File: src/rtl/slow_arith_pkg.sv
// Shared types for the iterative arithmetic blocks (divider, multiply-add, ...).
package slow_arith_pkg;

  typedef enum logic [1:0] {
    IDLE = 2'd0,
    RUN  = 2'd1,
    DONE = 2'd2
  } state_t;

endpackage

File: src/rtl/slow_mul_add_if.sv
// Operand/result handshake bundle for slow_mul_add: start/valid/busy plus data.
interface slow_mul_add_if #(
  parameter int W = 16
);

  logic [W-1:0]   multiplicand;
  logic [W-1:0]   multiplier;
  logic [W-1:0]   addend;
  logic           start;
  logic [2*W-1:0] product;
  logic           valid;
  logic           busy;

  modport master (
    output multiplicand, multiplier, addend, start,
    input  product, valid, busy
  );

  modport slave (
    input  multiplicand, multiplier, addend, start,
    output product, valid, busy
  );

endinterface

File: src/rtl/slow_mul_add_counter.sv
// Iteration counter modulo W; carry_o flags the final count while enabled.
module slow_mul_add_counter #(
  parameter int W = 16
) (
  input  logic clk,
  input  logic clr_i,
  input  logic en_i,
  output logic carry_o
);

  localparam int CW = (W > 1) ? $clog2(W) : 1;
  localparam logic [CW-1:0] TERM = CW'(W - 1);

  logic [CW-1:0] cnt_q, cnt_d;

  always_comb carry_o = en_i && (cnt_q == TERM);

  always_comb begin
    cnt_d = cnt_q;
    if (clr_i) begin
      cnt_d = '0;
    end else if (en_i) begin
      cnt_d = carry_o ? '0 : cnt_q + 1'b1;
    end
  end

  always_ff @(posedge clk) begin
    cnt_q <= cnt_d;
  end

endmodule

File: src/rtl/slow_mul_add.sv
// Shift-add multiply-accumulate, one multiplier bit per clock: product = a*b + c.
// Optional SLOW_MUL_ADD_EARLY_TERM_EN stops once the remaining multiplier bits are zero.
module slow_mul_add #(
  parameter int W = 16
) (
  input  logic        clk,
  input  logic        rst,
  slow_mul_add_if.slave bus
);

  import slow_arith_pkg::*;

  state_t         state_q, state_d;
  logic           accept;
  logic           carry;
  logic           last_iter;
  logic [2*W-1:0] acc_q;
  logic [2*W-1:0] mcand_q;
  logic [W-1:0]   mplier_q;
  logic [2*W-1:0] product_q;
  logic           valid_q;

  slow_mul_add_counter #(.W(W)) u_bit_cnt (
    .clk     (clk),
    .clr_i   (rst | accept),
    .en_i    (state_q == RUN),
    .carry_o (carry)
  );

`ifdef SLOW_MUL_ADD_EARLY_TERM_EN
  // Bits still to process after this cycle's shift are mplier_q[W-1:1].
  assign last_iter = carry || ((state_q == RUN) && (mplier_q[W-1:1] == '0));
`else
  assign last_iter = carry;
`endif

  always_comb begin
    state_d = state_q;
    accept  = 1'b0;
    case (state_q)
      IDLE: begin
        if (bus.start) begin
          accept  = 1'b1;
          state_d = RUN;
        end
      end
      RUN:     if (last_iter) state_d = DONE;
      DONE:    state_d = IDLE;
      default: state_d = IDLE;
    endcase
  end

  always_ff @(posedge clk) begin
    if (rst) begin
      state_q <= IDLE;
    end else begin
      state_q <= state_d;
    end
  end

  always_ff @(posedge clk) begin
    if (accept) begin
      acc_q    <= {{W{1'b0}}, bus.addend};
      mcand_q  <= {{W{1'b0}}, bus.multiplicand};
      mplier_q <= bus.multiplier;
    end else if (state_q == RUN) begin
      if (mplier_q[0]) begin
        acc_q <= acc_q + mcand_q;
      end
      mcand_q  <= mcand_q << 1;
      mplier_q <= mplier_q >> 1;
    end
  end

  always_ff @(posedge clk) begin
    if (rst) begin
      product_q <= '0;
      valid_q   <= 1'b0;
    end else begin
      valid_q <= (state_q == DONE);
      if (state_q == DONE) begin
        product_q <= acc_q;
      end
    end
  end

  assign bus.product = product_q;
  assign bus.valid   = valid_q;
  assign bus.busy    = (state_q == RUN);

endmodule
File: src/flat_wrapper.sv
// flat-port wrapper written by rule: the top's interface ports become plain ports
module slow_mul_add_flat import slow_arith_pkg::*;
#(
  parameter int W = 16
)
  (clk, rst, bus_multiplicand, bus_multiplier, bus_addend, bus_start, bus_product, bus_valid, bus_busy);
  slow_mul_add_if #(.W(W)) bus_i ();
  input  logic clk;
  input  logic rst;
  input wire logic [$bits(bus_i.multiplicand)-1:0] bus_multiplicand;
  input wire logic [$bits(bus_i.multiplier)-1:0] bus_multiplier;
  input wire logic [$bits(bus_i.addend)-1:0] bus_addend;
  input wire logic [$bits(bus_i.start)-1:0] bus_start;
  output wire logic [$bits(bus_i.product)-1:0] bus_product;
  output wire logic [$bits(bus_i.valid)-1:0] bus_valid;
  output wire logic [$bits(bus_i.busy)-1:0] bus_busy;
  assign bus_i.multiplicand = bus_multiplicand;
  assign bus_i.multiplier = bus_multiplier;
  assign bus_i.addend = bus_addend;
  assign bus_i.start = bus_start;
  assign bus_product = bus_i.product;
  assign bus_valid = bus_i.valid;
  assign bus_busy = bus_i.busy;
  slow_mul_add #(.W(W)) u_core (.clk(clk), .rst(rst), .bus(bus_i));
endmodule
File: config.mk
export PLATFORM = sky130hd
export DESIGN_NAME = slow_mul_add_flat
export DESIGN_NICKNAME = d
export VERILOG_FILES = /design/src/rtl/slow_arith_pkg.sv /design/src/rtl/slow_mul_add_if.sv /design/src/rtl/slow_mul_add_counter.sv /design/src/rtl/slow_mul_add.sv /design/src/flat_wrapper.sv
export SDC_FILE = /design/constraint.sdc
export NUM_CORES = 1
export LEC_CHECK = 0
export CAP_MARGIN = 40
export CORE_MARGIN = 3
export CORE_UTILIZATION = 51
export CTS_CLUSTER_SIZE = 40
export DETAILED_ROUTE_END_ITERATION = 12
export GPL_ROUTABILITY_DRIVEN = 0
export GPL_TIMING_DRIVEN = 0
export PLACE_DENSITY = 0.75
export RECOVER_POWER = 100
export SETUP_SLACK_MARGIN = 0.1
export SLEW_MARGIN = 20
export SYNTH_ARGS = -nofsm -noshare
export SYNTH_HDL_FRONTEND = slang
export SYNTH_SLANG_ARGS = --single-unit
File: constraint.sdc
create_clock -name clk -period 5.1 [get_ports clk]
set_input_delay 1.53 -clock clk [delete_from_list [all_inputs] [get_ports clk]]
set_output_delay 1.53 -clock clk [all_outputs]
set_load 0.005 [all_outputs]
Yosys cells after proc, flatten, opt, wreduce, memory -nomap -nowiden --
Index checks and enable logic that the tools add are counted.
Cells by class: add/subtract/negate cells 2, eq/ne operators 5, multiplexer cells 13, bitwise gates (word level) 1, reduce and logical (&&, ||, !) cells 7
Operators with widths (count):
- 16-bit two-way mux | 7
- 32-bit adder | 1
- 2-bit AND reduction | 3
- 4-bit by 1-bit adder with 4-bit output, second input constant | 1
- 4-bit == test, second input constant | 1
- 2-bit two-way mux | 2
- 4-bit two-way mux | 1
- 2-bit one-hot mux with 2 select lines | 1
- 2-bit nonzero test | 2
- 2-bit by 1-bit == test with 1-bit output, second input constant | 1
- 2-bit == test, second input constant | 1
- 2-bit zero test | 1
- 1-bit two-way mux | 2
- 2-bit by 1-bit inequality test with 1-bit output, second input constant | 1
- 2-bit inequality test, second input constant | 1
- 1-bit logical AND | 1
- 1-bit OR | 1
Storage, ports and cells: register bits 119, word-level logic and storage cells 37

Logic depth before layout (Yosys ltp) --
Gate-level depths: netlist (run 1).
depth in word-level cells 4, depth in mapped cells 11, mapped depth without buffers 11

Modules after synthesis --
Synthesis (run 1) repeated with hierarchy kept, for this count alone.
Unflattened totals: cells, all modules 694, area total of the unflattened synthesis 5977.0 um2
Modules (own cells, without submodules):
- slow_mul_add | times used 1, cells an instance 674, area an instance 5793.1 um2, seq. area each 2782.7 um2
- slow_mul_add_counter | times used 1, cells an instance 20, area an instance 183.9 um2, seq. area each 80.1 um2

Worst setup path before layout (run 1) --
No wires, ideal clock.
path type input -> register, start in bus_start, end reg u_core.mcand_q[0] (enable), library setup time 0.402 ns, arrival time 2.633 ns, path slack 2.065 ns, stages on the path 3, cell sequence o21bai_1 > clkbuf_1 > inv_1
On the way: longest elaborated chain between the ends 3
Ends and longest elaborated chain:
- start: declaration | RTL line flat_wrapper.sv:13 | input wire logic [$bits(bus_i.start)-1:0] bus_start;
- 1-bit two-way mux | RTL line slow_mul_add.sv:42 | if (bus.start) begin
- 1-bit two-way mux | RTL line slow_mul_add.sv:40 | case (state_q)
- 2-bit nonzero test (no line)
- end signal: assignment | RTL line slow_mul_add.sv:64 | mcand_q <= {{W{1'b0}}, bus.multiplicand};
- end signal: assignment | RTL line slow_mul_add.sv:70 | mcand_q <= mcand_q << 1;
- end: declaration | RTL line slow_mul_add.sv:18 | logic [2*W-1:0] mcand_q;
Every way passes these cells. A chain may end at the register's enable or synchronous reset.

Worst setup path in the final report (run 1) --
start in bus_start, end reg u_core.mcand_q[2] (enable)
Same word-level chain as after synthesis.

==> results of run 1 <==
-- state kept, by name, summed over array words and instances (netlist names) --
register and flops:
u_core.acc_q 32, u_core.mplier_q 16, u_core.state_q 2, u_core.u_bit_cnt.cnt_q 4
u_core.bus.product 32, u_core.bus.valid 1, u_core.mcand_q 32
-- layer usage --
layer | vias to the layer above | share of wire (%) | routed length [um] | global-route usage (%)
li1 | 2564 | - | - | -
met1 | 2401 | 45 | 6630 | 31.0
met2 | 172 | 46 | 6660 | 35.5
met3 | 15 | 7.8 | 1140 | 5.37
met4 | 0 | 1.2 | 169 | 7.43
met5 | - | 0 | 0 | 0
-- final cells by class --
class	count	area (um2)	share of cell area (%)
inverter	8	30.0	0.394
sequential	119	2860	37.5
timing repair buffer	83	831	10.9
multi-input combinational	507	2950	38.6
clock buffer	26	574	7.53
clock inverter	6	30.0	0.394
tap	143	179	2.35
buffer	39	173	2.26
-- stage by stage --
stage	area (um2)	std cells
global placement	7040	899
floorplan	6030	673
CTS	7650	931
global route	7630	931
detailed placement	7040	899
finish	7630	931
-- critical path: cells and delay by family --
kind | cells | cell delay [ns]
AOI/OAI and AO/OA | 1 | 0.53
buffers and inverters | 3 | 1.68
-- placed cells by master, fill, tap and decap left out, types with 3 or more instances in the layout --
master,netlist,routed
nor3_1,11,11
buf_4,7,6
o211ai_1,5,5
a21oi_1,79,80
clkinv_2,0,6
a21o_1,15,15
xnor2_1,16,16
clkbuf_8,0,3
a211o_1,3,3
ha_1,32,32
o21bai_1,4,4
nand3_1,6,6
inv_1,8,8
nor2_1,29,29
o21ai_0,20,24
xor2_1,12,12
clkbuf_1,29,32
mux2i_1,3,3
o21a_1,3,3
clkbuf_16,0,21
clkdlybuf4s50_1,0,48
nand4_1,5,5
a21boi_0,2,3
and3_1,4,4
buf_2,3,3
nor2b_1,3,3
a31oi_1,3,3
dlygate4sd3_1,0,35
dfxtp_1,71,71
a22o_1,16,16
edfxtp_1,48,48
nand2_1,193,193
-- Yosys cell counts, types with 4 or more instances --
library cell and n:
dfxtp_1 71, clkbuf_1 29, nand2_1 193, o21ai_1 6, o21ai_0 20, nand4_1 5
a21oi_1 79, a21o_1 15, edfxtp_1 48, and3_1 4, nor2_1 29, o21bai_1 4
a22o_1 16, o211ai_1 5, ha_1 32, nand3_1 6, xnor2_1 16, nor3_1 11
xor2_1 12, buf_4 7, inv_1 8
-- cells by family after synthesis --
family,Yosys count
multiplexers,4
XOR/XNOR,28
flip-flops,119
AO/OA/AOI/OAI,175
buffers and inverters,47
adder cells (fa/ha/maj),33
AND/OR/NAND/NOR,267
-- how the worst min path moves through the flow --
stage                                         to  slack (ns)  cells after the start
after CTS                  u_core.bus.product[8]        0.45                      2
after floorplan                u_core.state_q[1]        0.44                      2
final                      u_core.bus.product[8]        0.45                      2
after detailed placement   u_core.bus.product[8]        0.45                      2
after global routing      u_core.bus.product[25]        0.46                      2
after global placement    u_core.bus.product[10]        0.44                      2
-- power by group through the flow --
stage	Combinational (uW)	Clock, uW	Sequential (uW)
final	614	1180	1160
after global routing	687	1240	1170
after CTS	617	1190	1160
after detailed placement	606	0	1180
after global placement	589	0	1170
after floorplan	466	0	1150
==> metrics.md, run 1 <==
| Metric | Value |
|---|---|
| Status | `completed` |
| Drt via density | `5.53` |
| Die height | `115 um` |
| R2R setup slack | `2.02 ns` |
| CTS H-Tree Depth | `4` |
| Drt drc | `0` |
| Total power | `2950 uW` |
| Antenna viol nets, final | `0` |
| Worst r2r src | `u_core.mcand_q[0]` |
| Worst path max stage delay | `0.66 ns` |
| Clk_skew | `0.00673 ns` |
| Die X | `about 110 um` |
| IO buf count | `83` |
| Int Pwr | `2140 uW` |
| CTS Sinks | `119` |
| FILL cells | `920` |
| Fraction of the mapped netlist area in compound gates | `18.9%` |
| Largest family of logic cells by synthesized area | `compound AO/OA/AOI/OAI gates` |
| CP Data Arrival Time | `~3.8 ns` |
| Final nets | `approximately 860` |
| Netlist cell types | `55` |
| CTS clk-pin slew, worst paths | `0.05 ns` |
| Avg Cell Area, Syn | `8.97 um2` |
| TritonCTS buffer count | `17` |
| Setup TNS | `0 ns` |
| Total GRT Usage | `22.6%` |
| Critical Path Fanout Max | `32` |
| Per-cell routed wire length | `15.7 um` |
| CP Launch Type | `input pin` |
| Pre-Repair DR Iteration Count | `5` |
| # Post-CTS Setup Buffers | `0` |
| Crit Path Category | `input pin to flop` |
| Post_cts resized | `0` |
| P per Cell Area | `387 nW/um2` |
| Crit. End Element | `flop` |
| Min-Delay Path Class | `flop to flop` |
| Unrepaired setup endpoints after global routing | `false` |
| Worst-skew pair later-pin latency | `0.42 ns` |
| Starting Density | `a little over half` |
| Vias post-DR | `around 5200` |
| Clock Tree Buf Depth | `2` |
| Fmax | `0.263 GHz` |
| Xor/xnor cell area share of the yosys netlist | `4.06%` |
| Worst VDD drop | `0.260 mV` |
| Starting DRT DRC Count | `374` |
| Final setup viols | `0` |
| Crit path required time | `5.05 ns` |
| Share of the synthesized area in the top cell type | `approximately a quarter` |
| Synthesis-stage register bit count | `119` |
| First-pass GRT wire length | `approximately 23000 um` |
| Antenna Cells | `0` |
| Fraction of layout cells with a size suffix above 1 | `6.98%` |
| Tcrit/Tclk final | `74.6%` |
| Post-synthesis simple-gate area fraction | `between 10% and 20%` |
| Syn_nets | `roughly 760` |
| Leak pwr | `roughly 0.0032 uW` |
| Rows | `39` |
| Pin count of the biggest net entering global routing | `33` |
| NetSw | `814 uW` |
| Die area | `13200 um2` |
| Predominant post-synthesis flop cell | `dfxtp_1` |
| Post-synth top area cell | `edfxtp_1` |
| Crit path launch | `bus_start` |
| Initial antenna violation count | `0` |
| Post-DP HPWL | `~11000 um` |
| Place WS | `1.36 ns` |
| Critical Path Sink | `u_core.mcand_q[2]` |
| Final worst path period need | `3.81 ns` |
| Vias in the first global route | `4868` |
| Worst R2R Path Depth | `11` |
| Post-synth EDFFs | `48` |
| Core area | `roughly 11000 um2` |
| Syn-to-layout area delta | `26.4%` |
| Worst Hold Margin | `about 0.45 ns` |
| Reg-to-Reg End | `u_core.acc_q[26]` |
| CTS tree | `built` |
| Sequential element share of the synthesized area | `47.4%` |
| Mapped Area | `6030 um2` |
| # IOs | `85` |
| Post-synthesis adder-cell area fraction | `6.97%` |
| Critical-path top delay cell | `inv_1` |
| Post-synthesis cell count | `673` |
| Post-synth ARST share | `0%` |
| Fraction of power spent switching nets | `27.6%` |
| PnR worst setup slack | `1.29 ns` |
| Max-cap violations | `0` |
| Slew Limit Fails | `0` |
| Synth area leaders | `edfxtp_1 24%, dfxtp_1 24%, nand2_1 12%, ha_1 6.6%, a21oi_1 6.6%` |
| Sequential share of power | `between 30% and 40%` |
| Drt total wl | `14600 um` |
| Worst slew margin | `14.4%` |
| Combinational power share | `20.8%` |
| Final Hold Viols | `0` |
| Slew @ Worst Pin | `1.28 ns` |
| Post-layout util | `roughly 67%` |
| Clk pwr share | `40.0%` |
| Remaining global-route overflow | `0` |
| Yosys synthesis warning count | `0` |
| Hold_sp | `u_core.bus.product[8]` |
| Post-synthesis mux area share | `less than 1%` |
| Cell chain of the critical path | `dlygate4sd3_1, o21bai_1, clkbuf_1, inv_1` |
| Clk root buf | `clkbuf_16` |
| CTS Hold Bufs | `0` |
Note: power is estimated with default switching activity, not from simulation.
==> inputs of run 2 (changes only) <==
==> constraint.sdc (replaced) <==
create_clock -name clk -period 3.52 [get_ports clk]
set_input_delay 1.056 -clock clk [delete_from_list [all_inputs] [get_ports clk]]
set_output_delay 1.056 -clock clk [all_outputs]
set_load 0.005 [all_outputs]
==> run 2 against run 1 <==
Non-clock buffer count did not move. Final cell count did not move. Global-route usage did not move. Total power rose by 45%. Combinational power rose by 44%.
==> metrics.md, run 2 (synthesized netlist as in run 1, its figures left out) <==
| Metric | Value |
|---|---|
| Per-cell routed wire length | `15.7 um (about the same)` |
| CTS Sinks | `119 (unchanged)` |
| CTS tree | `built (unchanged)` |
| Post_cts resized | `0 (unchanged)` |
| Hold_sp | `u_core.bus.product[8] (unchanged)` |
| Worst r2r src | `u_core.mcand_q[0] (unchanged)` |
| Vias post-DR | `5154 (was 5152)` |
| # IOs | `85 (unchanged)` |
| Die height | `115 um (unchanged)` |
| Worst slew margin | `52.7% (was 14.4%)` |
| Crit path required time | `2.46 ns (was 5.05 ns)` |
| Post-route cell area | `7590 um2 (was 7630 um2)` |
| Worst hold endpoint | `u_core.bus.product[8] (unchanged)` |
| CP Data Arrival Time | `2.16 ns (was 3.76 ns)` |
| Starting Density | `52.6% (unchanged)` |
| Placed inst area | `7040 um2 (unchanged)` |
| TritonCTS buffer count | `17 (unchanged)` |
| Unrepaired setup endpoints after global routing | `false (unchanged)` |
| Commonest non-fill, non-tap cell in the layout | `nand2_1 (unchanged)` |
| Leak pwr | `0.00318 uW (was 0.00320 uW)` |
| Commonest cells after routing, fill and taps aside | `193 x nand2_1, 81 x a21oi_1, 71 x dfxtp_1, 48 x clkdlybuf4s50_1, 48 x edfxtp_1 (was 193 x nand2_1, 80 x a21oi_1, 71 x dfxtp_1, 48 x clkdlybuf4s50_1, 48 x edfxtp_1)` |
| Die area | `13200 um2 (unchanged)` |
| First-pass GRT wire length | `23400 um (unchanged)` |
| Drt drc | `0 (unchanged)` |
| Crit path launch | `u_core.state_q[0] (was bus_start)` |
| CP Launch Type | `flop (was input pin)` |
| Worst VDD drop | `0.378 mV (was 0.260 mV)` |
| Worst Hold Margin | `0.449 ns (about the same)` |
| IO buf count | `83 (unchanged)` |
| Vias in the first global route | `4868 (unchanged)` |
| Syn-to-layout area delta | `25.7% (was 26.4%)` |
| Max-cap violations | `0 (unchanged)` |
| Remaining global-route overflow | `0 (unchanged)` |
| Status | `completed (unchanged)` |
| CTS Hold Bufs | `0 (unchanged)` |
| Worst path max stage delay | `0.63 ns (was 0.66 ns)` |
| R2R setup slack | `0.38 ns (was 2.02 ns)` |
| Critical-path top delay cell | `dlygate4sd3_1 (was inv_1)` |
| Drt via density | `5.54 (was 5.53)` |
| Clock Tree Buf Depth | `2 (unchanged)` |
| FILL cells | `929 (was 920)` |
| Final Hold Viols | `0 (unchanged)` |
| Post-DP HPWL | `10700 um (unchanged)` |
| Pin count of the biggest net entering global routing | `33 (unchanged)` |
| CTS clk-pin slew, worst paths | `0.05 ns (about the same)` |
| Starting DRT DRC Count | `434 (was 374)` |
| Min-Delay Path Class | `flop to flop (unchanged)` |
| Final worst path period need | `3.22 ns` |
| Fraction of layout cells with a size suffix above 1 | `6.35% (was 6.98%)` |
| CTS H-Tree Depth | `4 (unchanged)` |
| Multi-input combinational cell area | `2910 um2 (was 2950 um2)` |
| Clk root buf | `clkbuf_16 (unchanged)` |
| Antenna viol nets, final | `0 (unchanged)` |
| Crit Path Category | `flop to primary output (was input pin to flop)` |
| Fmax | `0.311 GHz` |
| Slew Limit Fails | `0 (unchanged)` |
| Worst-skew pair later-pin latency | `0.42 ns (about the same)` |
| Initial antenna violation count | `0 (unchanged)` |
| Most frequent cell on the critical path | `clkbuf_1` |
| Antenna Cells | `0 (unchanged)` |
| Rows | `39 (unchanged)` |
| Hold Crit Depth | `2 (unchanged)` |
| Register area | `2860 um2 (unchanged)` |
| Final setup viols | `0 (unchanged)` |
| Clk_skew | `0.00564 ns (was 0.00673 ns)` |
| # Post-CTS Setup Buffers | `0 (unchanged)` |
| Drt total wl | `14600 um (about the same)` |
| Die X | `115 um (unchanged)` |
| Crit. End Element | `primary output (was flop)` |
| Worst R2R Path Depth | `11 (unchanged)` |
| Cell chain of the critical path | `nor2b_1, clkbuf_1, clkbuf_1, dlygate4sd3_1 (was dlygate4sd3_1, o21bai_1, clkbuf_1, inv_1)` |
| Setup TNS | `0 ns (unchanged)` |
| P per Cell Area | `563 nW/um2 (was 387 nW/um2)` |
| Final nets | `859 (unchanged)` |
| Pre-Repair DR Iteration Count | `5 (unchanged)` |
| Critical Path Fanout Max | `10 (was 32)` |
| Tcrit/Tclk final | `91.4%` |
| Slew @ Worst Pin | `0.709 ns (was 1.28 ns)` |
| Reg-to-Reg End | `u_core.acc_q[26] (unchanged)` |
| Total GRT Usage | `22.6% (unchanged)` |
| Core area | `11500 um2 (unchanged)` |
[run 2: metrics by stage]
step / util [%] / instances / setup WS, ns / power, uW
after floorplan: - / 673 / 0.915 / 2340
after global placement: 61.4 / 899 / -0.0278 / 2550
after detailed placement: 61.4 / 899 / 0.253 / 2580
after CTS: 66.7 / 931 / 0.336 / 4300
after global routing: 66.2 / 931 / 0.168 / 4470
final: 66.2 / 931 / 0.303 / 4280
[run 2: power breakdown]
part	switching, uW	internal (uW)	total, uW
Combinational	499	383	883
Sequential	81.0	1600	1680
Clock	598	1120	1710
[run 2: area by class of cell]
type / instances / area share (%)
Multi-Input combinational cell: 507 / 38.3
Clock buffer: 26 / 7.57
Buffer: 39 / 2.28
Sequential cell: 119 / 37.7
Timing Repair Buffer: 83 / 10.9
Clock inverter: 6 / 0.396
Tap cell: 143 / 2.36
Inverter: 8 / 0.396
[run 2: per-layer routing]
layer  track usage (%)  wire, um
met1              31.0      6720
met2              35.5      6640
met3              5.37      1050
met4              7.43       165
met5                 0         0
[run 2: worst max path at each step]
stage                     cells after the start                 to  slack (ns)
after floorplan                              11   u_core.acc_q[28]        0.91
after global placement                        4  u_core.mcand_q[3]       -0.03
after detailed placement                      4  u_core.mcand_q[2]        0.25
after CTS                                     4           bus_busy        0.34
after global routing                          4           bus_busy        0.17
final                                         4           bus_busy        0.30
[run 2: worst max-delay path: cells and delay by family, from the launching register on]
| family | cells | cell delay (ns) |
|---|---|---|
| buffers and inverters | 3 | 1.23 |
| flip-flops | 1 | 0.37 |
| AND/OR/NAND/NOR | 1 | 0.14 |
==> inputs of run 3 (changes only) <==
--- a/config.mk
+++ b/config.mk
@@ -14,6 +14,7 @@
 export GPL_TIMING_DRIVEN = 0
 export PLACE_DENSITY = 0.75
 export RECOVER_POWER = 100
+export REMOVE_ABC_BUFFERS = 1
 export SETUP_SLACK_MARGIN = 0.1
 export SLEW_MARGIN = 20
 export SYNTH_ARGS = -nofsm -noshare
==> run 3 against run 2 <==
Setup slack better by 0.023 ns. Clock power hardly changed. Sequential share of layout area is 0.57 points higher. Non-clock buffer count is 32 lower. Wire length is 5.1% lower. Design area is 1.5% lower. Flip-flop and latch count stayed put. Final cell count is 3.4% lower. Largest cell class unchanged.
==> metrics.md, run 3 (synthesized netlist as in run 1, its figures left out) <==
| Metric | Value |
|---|---|
| Drt drc | `0 (unchanged)` |
| Per-cell routed wire length | `15.4 um (was 15.7 um)` |
| Worst slew margin | `1.20% (was 52.7%)` |
| Drt via density | `5.60 (was 5.54)` |
| Sequential share of power | `39.4% (was 39.3%)` |
| Initial antenna violation count | `0 (unchanged)` |
| CTS Hold Bufs | `0 (unchanged)` |
| Pre-Repair DR Iteration Count | `5 (unchanged)` |
| Final setup viols | `0 (unchanged)` |
| NetSw | `1160 uW (was 1180 uW)` |
| Antenna viol nets, final | `0 (unchanged)` |
| Starting DRT DRC Count | `277 (was 434)` |
| Tcrit/Tclk final | `90.8% (was 91.4%)` |
| Worst VDD drop | `0.415 mV (was 0.378 mV)` |
| Slew @ Worst Pin | `1.48 ns (was 0.709 ns)` |
| Remaining global-route overflow | `0 (unchanged)` |
| Crit Path Category | `flop to primary output (unchanged)` |
| Min-Delay Path Class | `flop to flop (unchanged)` |
| Slew Limit Fails | `0 (unchanged)` |
| Final nets | `827 (was 859)` |
| Place WS | `0.0796 ns (was 0.253 ns)` |
| CP Launch Type | `flop (unchanged)` |
| First-pass GRT wire length | `23400 um (about the same)` |
| Worst path max stage delay | `0.52 ns (was 0.63 ns)` |
| Leak pwr | `0.00312 uW (was 0.00318 uW)` |
| CP bufs+invs | `2 (was 3)` |
| Die height | `115 um (unchanged)` |
| P per Cell Area | `565 nW/um2 (was 563 nW/um2)` |
| Worst Hold Margin | `0.446 ns (was 0.449 ns)` |
| Fmax | `0.313 GHz (was 0.311 GHz)` |
| CTS H-Tree Depth | `4 (unchanged)` |
| Vias in the first global route | `5010 (was 4868)` |
| Post-route cell area | `7470 um2 (was 7590 um2)` |
| FILL cells | `950 (was 929)` |
| Die area | `13200 um2 (unchanged)` |
| Clk_skew | `0.00839 ns (was 0.00564 ns)` |
| Fraction of layout cells with a size suffix above 1 | `6.08% (was 6.35%)` |
| Critical-path top delay cell | `nor2b_1 (was dlygate4sd3_1)` |
| Starting Density | `52.6% (unchanged)` |
| Syn-to-layout area delta | `23.8% (was 25.7%)` |
| Max-cap violations | `0 (unchanged)` |
| CTS tree | `built (unchanged)` |
| PnR worst setup slack | `0.326 ns (was 0.303 ns)` |
| Setup TNS | `0 ns (unchanged)` |
| Status | `completed (unchanged)` |
| CP Data Arrival Time | `2.14 ns (was 2.16 ns)` |
| Cell chain of the critical path | `nor2b_1, buf_8, clkdlybuf4s50_1 (was nor2b_1, clkbuf_1, clkbuf_1, dlygate4sd3_1)` |
| Fraction of power spent switching nets | `27.4% (was 27.5%)` |
| Crit. End Element | `primary output (unchanged)` |
| Final worst path period need | `3.19 ns (was 3.22 ns)` |
| Core area | `11500 um2 (unchanged)` |
| CTS Sinks | `119 (unchanged)` |
| Unrepaired setup endpoints after global routing | `false (unchanged)` |
| Register area | `2860 um2 (unchanged)` |
| Combinational power share | `20.6% (about the same)` |
| Commonest non-fill, non-tap cell in the layout | `nand2_1 (unchanged)` |
| Crit path required time | `2.46 ns (about the same)` |
| # Post-CTS Setup Buffers | `0 (unchanged)` |
| Post-DP HPWL | `9570 um (was 10700 um)` |
| Pin count of the biggest net entering global routing | `34 (was 33)` |
| Total GRT Usage | `22.2% (was 22.6%)` |
| IO buf count | `84 (was 83)` |
| Clock Tree Buf Depth | `2 (unchanged)` |
| Vias post-DR | `5038 (was 5154)` |
| Clk root buf | `clkbuf_16 (unchanged)` |
| Final Hold Viols | `0 (unchanged)` |
| Commonest cells after routing, fill and taps aside | `194 x nand2_1, 81 x a21oi_1, 71 x dfxtp_1, 49 x clkdlybuf4s50_1, 48 x edfxtp_1 (was 193 x nand2_1, 81 x a21oi_1, 71 x dfxtp_1, 48 x clkdlybuf4s50_1, 48 x edfxtp_1)` |
| Placed inst area | `7030 um2 (was 7040 um2)` |
| Post_cts resized | `0 (unchanged)` |
| Multi-input combinational cell area | `2920 um2 (was 2910 um2)` |
| Critical Path Fanout Max | `19 (was 10)` |
| Worst-skew pair later-pin latency | `0.41 ns (was 0.42 ns)` |
| # IOs | `85 (unchanged)` |
| Die X | `115 um (unchanged)` |
| Rows | `39 (unchanged)` |
| Drt total wl | `13800 um (was 14600 um)` |
| Int Pwr | `3060 uW (was 3100 uW)` |
| TritonCTS buffer count | `17 (unchanged)` |
| CP delay by family, top | `buffers and inverters (unchanged)` |
| Clk pwr share | `40.0% (was 40.1%)` |
| Antenna Cells | `0 (unchanged)` |
| CTS clk-pin slew, worst paths | `0.05 ns (about the same)` |
[run 3: changes by cell type in the layout (fill, tap and decap cells not counted), moves of 2 or more]
cell	before	now
clkbuf_1	32	7
buf_4	6	1
buf_2	3	0
clkbuf_16	21	19
clkinv_2	6	4
[run 3: layer usage]
metal / GRT usage, % / vias up / wire length, um
li1: - / 2507 / -
met1: 27.8 / 2366 / 6250
met2: 37.5 / 140 / 6600
met3: 4.32 / 25 / 694
met4: 9.55 / 0 / 285
met5: 0 / - / 0
[run 3: metrics by stage]
step	instances	util (%)	total power, uW
detailed placement	867	61.3	2570
finish	899	65.2	4220
global route	899	65.2	4420
CTS	899	66.3	4270
global placement	861	60.0	2530
floorplan	634	-	2320
[run 3: path summary, 6_finish.rpt]
path | startpoint | end | slack, ns | cells after the start
hold / removal | u_core.bus.product[24] | u_core.bus.product[24] | 0.45 | 2
hold reg to reg | u_core.bus.product[24] | u_core.bus.product[24] | 0.45 | 2
setup / recovery | u_core.state_q[0] | bus_busy | 0.33 | 3
setup reg to reg | u_core.mcand_q[0] | u_core.acc_q[28] | 0.39 | 11
[run 3: worst reg2reg max path: stages (launching register included)]
cell and delay [ns]:
edfxtp_1 0.41, ha_1 0.27, fa_1 0.42, a21o_1 0.21, a221o_1 0.35, a21oi_1 0.25, a32oi_1 0.19, nand2_1 0.16
a21oi_1 0.13, a21oi_1 0.24, mux2i_1 0.23, o211ai_1 0.11
[run 3: final cells by class]
cell class	count	area share [%]
inverter	8	0.402
timing repair buffer	90	12.0
clock inverter	7	0.854
clock buffer	25	6.93
tap	143	2.39
sequential	119	38.3
multi-input combinational	507	39.1
[run 3: power groups by stage]
stage	logic [uW]	registers, uW	clock network [uW]
floorplan	652	1670	0
detailed placement	881	1690	0
global placement	845	1680	0
finish	869	1670	1690
CTS	895	1660	1710
global route	968	1680	1770
